<file path="config.mk">
export PLATFORM = sky130hd
export DESIGN_NAME = game_timer
export DESIGN_NICKNAME = d
export VERILOG_FILES = /design/src/rtl/game_timer.sv
export SDC_FILE = /design/constraint.sdc
export NUM_CORES = 1
export LEC_CHECK = 0
export CAP_MARGIN = 10
export CORE_MARGIN = 2
export CORE_UTILIZATION = 48
export DETAILED_ROUTE_END_ITERATION = 6
export GPL_TIMING_DRIVEN = 1
export PLACE_DENSITY = 0.77
export SYNTH_ARGS = -nofsm -noshare
export SYNTH_HDL_FRONTEND = slang
export SYNTH_SLANG_ARGS = --single-unit
</file>
<file path="constraint.sdc">
create_clock -name clk_50M -period 2.52 [get_ports clk_50M]
set_clock_uncertainty 0.15 [all_clocks]
set_input_delay 0.504 -clock clk_50M [delete_from_list [all_inputs] [get_ports clk_50M]]
set_output_delay 0.504 -clock clk_50M [all_outputs]
set_load 0.005 [all_outputs]
</file>
<file path="src/rtl/game_timer.sv">
// game_timer: multi-channel tick-based timeout generator.
//
// A prescaler divides clk_50M down to a game tick (DIV = CLK_HZ/TICK_HZ).
// Each of CHANNELS independent timers counts ticks up to a terminal value
// that is latched at start. On reaching it, the timer raises a one-clock
// expiry pulse and a sticky done flag. A free-running seed counter supplies
// entropy for card shuffling and is independent of the timers.
//
// Optional build macro GAME_TIMER_AUTORELOAD_EN: when defined, a channel with
// i_Reload[k]=1 at its expiry edge restarts counting from 0 and stays in RUN
// (periodic mode). When undefined, i_Reload is ignored and every channel is
// one-shot.
//
// All logic is on the rising edge of clk_50M. i_Reset is synchronous and
// active-low, and it overrides every other input.

module game_timer #(
  parameter int CLK_HZ   = 50_000_000,
  parameter int TICK_HZ  = 2000,
  parameter int WIDTH    = 12,
  parameter int CHANNELS = 2
) (
  input  logic                      clk_50M,
  input  logic                      i_Reset,
  input  logic                      i_Zero,
  input  logic                      i_Seed_En,
  input  logic [CHANNELS-1:0]       i_Start,
  input  logic [CHANNELS-1:0]       i_Cancel,
  input  logic [CHANNELS-1:0]       i_Reload,
  input  logic [CHANNELS*WIDTH-1:0] i_Term,
  output logic                      o_Tick,
  output logic [CHANNELS-1:0]       o_Busy,
  output logic [CHANNELS-1:0]       o_Expired,
  output logic [CHANNELS-1:0]       o_Done,
  output logic [CHANNELS*WIDTH-1:0] o_Count,
  output logic [WIDTH-1:0]          o_Seed
);

  // --------------------------------------------------------------------------
  // Derived constants
  // --------------------------------------------------------------------------
  localparam int DIV = CLK_HZ / TICK_HZ;
  localparam int PW  = (DIV > 1) ? $clog2(DIV) : 1;

  // Last prescaler value (tick cycle) and the value just before it.
  localparam logic [PW-1:0] PRESC_LAST = PW'(DIV - 1);
  localparam logic [PW-1:0] PRESC_PRE  = PW'(DIV - 2);

  typedef enum logic [1:0] {
    S_IDLE = 2'd0,
    S_RUN  = 2'd1,
    S_DONE = 2'd2
  } state_t;

  // --------------------------------------------------------------------------
  // Periodic-mode enable per channel
  // --------------------------------------------------------------------------
  logic [CHANNELS-1:0] reload_en;

`ifdef GAME_TIMER_AUTORELOAD_EN
  assign reload_en = i_Reload;
`else
  // The port stays in the interface but carries no function in this build.
  logic unused_reload;
  assign reload_en     = '0;
  assign unused_reload = ^i_Reload;
`endif

  // --------------------------------------------------------------------------
  // Prescaler
  // --------------------------------------------------------------------------
  logic [PW-1:0] presc_q;
  logic          tick_q;

  // Free-running 0..DIV-1 counter. The tick register is loaded one cycle
  // early, so it is high exactly while the prescaler holds DIV-1.
  // NOTE: sequential state uses non-blocking assignments so that every
  // register samples the pre-edge values of the others, matching hardware.
  always_ff @(posedge clk_50M) begin
    if (!i_Reset) begin
      presc_q <= '0;
      tick_q  <= 1'b0;
    end else begin
      presc_q <= (presc_q == PRESC_LAST) ? '0 : presc_q + PW'(1);
      tick_q  <= (presc_q == PRESC_PRE);
    end
  end

  assign o_Tick = tick_q;

  // --------------------------------------------------------------------------
  // Seed counter
  // --------------------------------------------------------------------------
  logic [WIDTH-1:0] seed_q;

  // Clear has priority over increment. The counter wraps naturally at 2^WIDTH.
  always_ff @(posedge clk_50M) begin
    if (!i_Reset) begin
      seed_q <= '0;
    end else if (i_Zero) begin
      seed_q <= '0;
    end else if (i_Seed_En) begin
      seed_q <= seed_q + WIDTH'(1);
    end
  end

  assign o_Seed = seed_q;

  // --------------------------------------------------------------------------
  // Timer channels
  // --------------------------------------------------------------------------
  for (genvar k = 0; k < CHANNELS; k++) begin : g_ch
    state_t           state_q;
    logic [WIDTH-1:0] count_q;
    logic [WIDTH-1:0] term_q;
    logic             busy_q;
    logic             expired_q;
    logic             done_q;

    logic [WIDTH-1:0] term_eff;
    logic [WIDTH-1:0] count_inc;
    logic             counting;
    logic             hit;
    logic             load_term;

    // A terminal count of zero expires on the first tick, the same as one.
    assign term_eff  = (term_q == '0) ? WIDTH'(1) : term_q;
    assign count_inc = count_q + WIDTH'(1);
    assign counting  = (state_q == S_RUN) && tick_q;
    assign hit       = counting && (count_inc == term_eff);

    // A start that is not overridden by cancel or reset captures the terminal
    // count. Later changes on i_Term wait for the next start.
    assign load_term = i_Reset && i_Start[k] && !i_Cancel[k];

    // Terminal count capture register.
    // NOTE: term_q is deliberately not reset. It is only read in RUN, and RUN
    // can only be entered through a start that loads it in the same edge.
    always_ff @(posedge clk_50M) begin
      if (load_term) begin
        term_q <= i_Term[k*WIDTH +: WIDTH];
      end
    end

    // Channel FSM with registered outputs. Priority: reset, cancel, start,
    // expiry, then plain counting. The expiry pulse defaults low every cycle,
    // so it lasts exactly one clock.
    always_ff @(posedge clk_50M) begin
      if (!i_Reset) begin
        state_q   <= S_IDLE;
        count_q   <= '0;
        busy_q    <= 1'b0;
        expired_q <= 1'b0;
        done_q    <= 1'b0;
      end else begin
        expired_q <= 1'b0;
        if (i_Cancel[k]) begin
          state_q <= S_IDLE;
          count_q <= '0;
          busy_q  <= 1'b0;
          done_q  <= 1'b0;
        end else if (i_Start[k]) begin
          // The start edge also swallows any expiry that would occur here.
          state_q <= S_RUN;
          count_q <= '0;
          busy_q  <= 1'b1;
          done_q  <= 1'b0;
        end else if (hit) begin
          expired_q <= 1'b1;
          done_q    <= 1'b1;
          if (reload_en[k]) begin
            // Periodic mode: begin the next period, stay busy.
            count_q <= '0;
          end else begin
            // One-shot: park at the raw latched terminal count. For a
            // terminal count of zero this keeps the count at zero.
            state_q <= S_DONE;
            count_q <= term_q;
            busy_q  <= 1'b0;
          end
        end else if (counting) begin
          count_q <= count_inc;
        end
      end
    end

    assign o_Busy[k]                   = busy_q;
    assign o_Expired[k]                = expired_q;
    assign o_Done[k]                   = done_q;
    assign o_Count[k*WIDTH +: WIDTH]   = count_q;
  end

endmodule

</file>
# Word level (Yosys, flattened, before mapping)

Cells that the tools add are included.

Register bits after elaboration: 84
Input port bits: 34

Add/subtract/negate cells: 4
Equality and inequality tests: 6
Multiplexer cells: 16
Bitwise gates (word level): 1
Reduce and logical (&&, ||, !) cells: 22

Operator list:

| cell                    | count |
|---|---|
| $mux W12                | 6 |
| $add A12 B1 Y12 const B | 3 |
| $eq A15 B15 Y1 const B  | 2 |
| $eq A12 B12 Y1          | 2 |
| $logic_not A12 Y1       | 2 |
| $add A15 B1 Y15 const B | 1 |
| $mux W1                 | 10 |
| $logic_and A1 B1 Y1     | 8 |
| $reduce_bool A2 Y1      | 4 |
| $reduce_or A2 Y1        | 4 |
| $reduce_or A3 Y1        | 2 |
| $eq A2 B1 Y1 const B    | 2 |
| $logic_not A1 Y1        | 2 |
| $not A1 Y1              | 1 |

# Logic depth before layout (Yosys ltp)

Depth in word-level cells: 6
Mapped depth: 10
Gate-level depth less buffers: 8

# Worst setup path after synthesis

Ideal clock, no wire load.

Kind: reg-to-reg
Start: reg g_ch[0].count_q[0]
End: reg g_ch[0].count_q[9]
Library setup time: 0.126 ns
Arrival: 2.361 ns
Data required time: 2.244 ns
Setup slack: -0.117 ns
Cell stages (with the launch flop): 10
Path through: dfxtp_1 -> ha_1 -> nand3_1 -> or3_1 -> a221oi_1 -> o2111ai_1 -> or3_1 -> buf_6 -> o21ai_1 -> o211ai_2

Longest elaborated chain between the ends: 4
Elaborated cells between the ends (all ways): 6

Ends and longest elaborated chain:

| item                                           | line | text |
|---|---|---|
| start: declaration                             | 114  | `logic [WIDTH-1:0] count_q;` |
| start signal: assignment                       | 178  | `count_q <= term_q;` |
| start signal: assignment                       | 182  | `count_q <= count_inc;` |
| $add A12 B1 Y12 *                              | 128  | `assign count_inc = count_q + WIDTH'(1);` |
| $eq A12 B12 Y1                                 | 130  | `assign hit = counting && (count_inc == term_eff);` |
| $logic_and A1 B1 Y1                            | 130  |  |
| $mux W12 or $reduce_bool A2 Y1 (tied branches) | --   |  |

Mark *: on every way between the ends. The rest lies on a longest branch, timed or not. The select of a mux whose other input is x is not followed.
A chain may end at the register's enable or synchronous reset.

# Worst setup path after layout

Start: reg g_ch[0].count_q[1]
End: reg g_ch[0].count_q[2]

Same word-level chain as after synthesis.

==> out/qor.txt <==
Horiz. Die Dim: 98.4 um
antenna viol nets, final: 0
WHS: 0.334 ns
FF/Latch Area: 0.00189 mm^2
Syn Nets: 511
FFs w/ async S/R, synth: 0
Yosys reg bits: 82
Initial Utilization: 0.493
adder-cell area share of the yosys netlist: 0.0146
Max Slew Vio Count: 0
R2R depth: 9
final period utilization: 0.984
final WL: 10600 um
Worst-Margin Slew: 0.492 ns
Crit. path cell count: 9
sequential area share after synthesis: 0.440
routed vias/inst: 5.55
number of diodes: 0
router iterations before antenna repair: 5
# hold bufs at CTS: 0
Port Buffers: 74
critical-path cell list: ha_4, nor2b_1, or3_1, a311oi_2, o2111ai_1, or3_4, buf_6, o21ai_0, o211ai_2
XOR/XNOR Fraction of Synth Area: 0.123
IO Count: 77
predominant post-synthesis flop cell: dfxtp_1
CTS tree: done
Comb power frac: 0.057
Crit path largest cell delay: 0.39 ns
cell count after synthesis: 472
count leader, synth: dfxtp_1
vias: 3799
total congestion overflow: 0
clock power share: 0.379
crit start category: flip-flop
RSZ-0062 raised after global routing: yes
Crit-path slowest cell: or3_1
Netlist cell types: 56
final core occ: 0.651
leading area contributor after synthesis: dfxtp_1
DRC Markers: 0
Worst Path Buf+Inv: 1
synthesized area per cell: 9.07 um^2
Placed Instances: 663
design area: 0.00565 mm^2
Critical Path AT: 2.56 ns
Nets: 610
Max-Cap Viols: 0
Final Setup Violations: 0
post-DP HPWL: 7860 um
Final Hold Viols: 0
share of layout cells above drive strength 1: 0.165
CP Max Fanout: 8
Post-Synth Simple-Gate Area: 0.267
Mapped Area: 0.00428 mm^2
antenna violations before repair: 0
DP Area: 0.00530 mm^2
outcome: complete, no violations
Worst path top cell family by delay: simple AND/OR/NAND/NOR gates
PD cells: 443 mW/mm^2
row count: 34
drt wl/cell: 15.6 um
multi-input logic area: 0.00232 mm^2
Die Ht: 98.4 um
fillers: 733
Synth Area in Compound Gates: 0.105
Clock Path Buffers: 2
Int Power: 1.87 mW
first-pass GRT wire length: 16800 um
fin cells: 684
DR iter-0 viols: 183
fin crit period: 2.48 ns
root buffer cell: clkbuf_8
CTS Sinks: 82
H-tree depth: 3
Pwr Total: 2.50 mW
part of the power in registers: 0.564
CP required: 2.60 ns
Reg-to-Reg Start: g_ch[0].count_q[1]$_SDFFE_PP0P_
post-synthesis mux area share: 0.00701
CP Class: reg2reg
FF-to-FF setup slack: 0.04 ns
Skew-Pair Late Insertion Delay: 0.35 ns
Reg clk slew, reported paths: 0.09 ns
Sw Ratio: 0.252
synth top area cells: dfxtp_1 27%, edfxtp_1 17%, xor2_1 7.0%, xnor2_1 5.3%, nand2_1 4.9%
net switching power: 0.631 mW
GRT Overall Usage: 0.216
Post-synth EDFFs: 24
CTS buffer count: 9
yosys warns: 0
number of global-route vias before repair: 3553
CP endpoint: g_ch[0].count_q[2]$_SDFFE_PP0P_
largest net degree at the start of global routing: 18
Hold Path Class: reg2reg
worst relative slew slack: 0.672
Fmax: 0.403 GHz
Total Die Area: 0.00969 mm^2
FF-to-FF End: g_ch[0].count_q[2]$_SDFFE_PP0P_
largest family of logic cells by synthesized area: simple AND/OR/NAND/NOR gates
Worst Setup SP: g_ch[0].count_q[1]$_SDFFE_PP0P_
crit end category: flip-flop
maximum VDD drop: 0.000295 V
routability cong.: 0.864
Lkg Pwr: 1.98 nW
Core Area: 0.00868 mm^2
Area Overhead vs Synth: 32.0%
Synth top area share: 0.271
commonest cells in the netlist: 58 x dfxtp_1, 56 x nand2_1, 51 x nor2_1
-- power by group through the flow --
stage | Combinational (mW) | Sequential (mW) | Clock (mW)
floorplan | 0.0657 | 1.43 | 0
global placement | 0.134 | 1.44 | 0
detailed placement | 0.139 | 1.44 | 0
CTS | 0.140 | 1.41 | 0.972
global route | 0.156 | 1.42 | 1.02
finish | 0.144 | 1.41 | 0.948
-- metrics by stage --
stage          TNS (ns)  setup slack [ns]
2_1_floorplan         0            0.0316
3_3_place_gp          0           0.00143
3_5_place_dp     -0.195           -0.0422
4_1_cts               0            0.0101
5_1_grt         -0.0185          -0.00973
6_report              0            0.0407
-- state kept, by name, indices dropped and copies added (netlist names) --
| name | flops |
|---|---|
| presc_q | 15 |
| g_ch.busy_q | 2 |
| g_ch.count_q | 24 |
| o_Seed | 12 |
| g_ch.term_q | 24 |
| o_Tick | 1 |
| g_ch.expired_q | 2 |
| g_ch.state_q | 2 |
-- cell families after synthesis --
| family | after synthesis |
|---|---|
| multiplexers | 3 |
| flip-flops | 82 |
| adder cells (fa/ha/maj) | 5 |
| AO/OA/AOI/OAI | 61 |
| AND/OR/NAND/NOR | 223 |
| XOR/XNOR | 60 |
| buffers and inverters | 38 |
-- repair_timing --
item                                    in CTS  in global routing
endpoints found under the setup margin      16                 18
gates cloned                                 0                  1
buffers inserted                             2                  2
resized for setup                            1                 23
pin swaps                                    1                  6
-- worst min-delay path by stage --
stage	endpoint	depth (start not counted)	startpoint
2_1_floorplan	g_ch[0].state_q[1]$_SDFFE_PP0P_	2	g_ch[0].state_q[1]$_SDFFE_PP0P_
5_1_grt	g_ch[0].state_q[1]$_SDFFE_PP0P_	2	g_ch[0].state_q[1]$_SDFFE_PP0P_
4_1_cts	g_ch[0].state_q[1]$_SDFFE_PP0P_	2	g_ch[0].state_q[1]$_SDFFE_PP0P_
6_report	presc_q[0]$_SDFF_PP0_	1	presc_q[0]$_SDFF_PP0_
3_5_place_dp	presc_q[0]$_SDFF_PP0_	1	presc_q[0]$_SDFF_PP0_
3_3_place_gp	g_ch[0].state_q[1]$_SDFFE_PP0P_	2	g_ch[0].state_q[1]$_SDFFE_PP0P_
-- cell usage in the layout (no fill, tap or decap), drive strengths merged, types with 2 or more instances in the layout --
cell type	instances
nor3	19
nor2b	7
nor3b	7
nor2	51
nand3	17
or2	3
inv	15
or3	7
o211ai	8
and3b	2
clkbuf	10
nand2	56
or4	3
a2bb2oi	7
mux2i	3
nand4	9
dfxtp	58
clkdlybuf4s50	74
and2	8
buf	42
xnor2	26
or3b	2
a31oi	3
ha	5
a21oi	13
and4	3
and3	13
o2111ai	3
nand2b	3
xor2	34
nor4	10
edfxtp	24
nor4bb	2
o21ai	17
-- worst register-to-register path, cell delays in order (launching register included) --
cell and delay, ns:
dfxtp_4 0.37, ha_4 0.18, nor2b_1 0.13, or3_1 0.39, a311oi_2 0.30, o2111ai_1 0.15
or3_4 0.36, buf_6 0.15, o21ai_0 0.08, o211ai_2 0.09
-- cell type report --
cell class              instances  area share
multi-input cells             352       0.411
flip-flops and latches         82       0.335
repair buffers                116       0.189
clock buffers                  10      0.0244
well taps                     108      0.0239
clock inverters                 6     0.00974
inverters                      10     0.00664
-- metal layers --
| layer | GRT usage | share of wire | vias up |
|---|---|---|---|
| li1 | - | - | 1843 |
| met5 | 0 | 0 | - |
| met4 | 0.0948 | 0.027 | 0 |
| met3 | 0.0426 | 0.059 | 22 |
| met2 | 0.351 | 0.48 | 106 |
| met1 | 0.280 | 0.44 | 1828 |
Power figures use the tool's default switching activity.
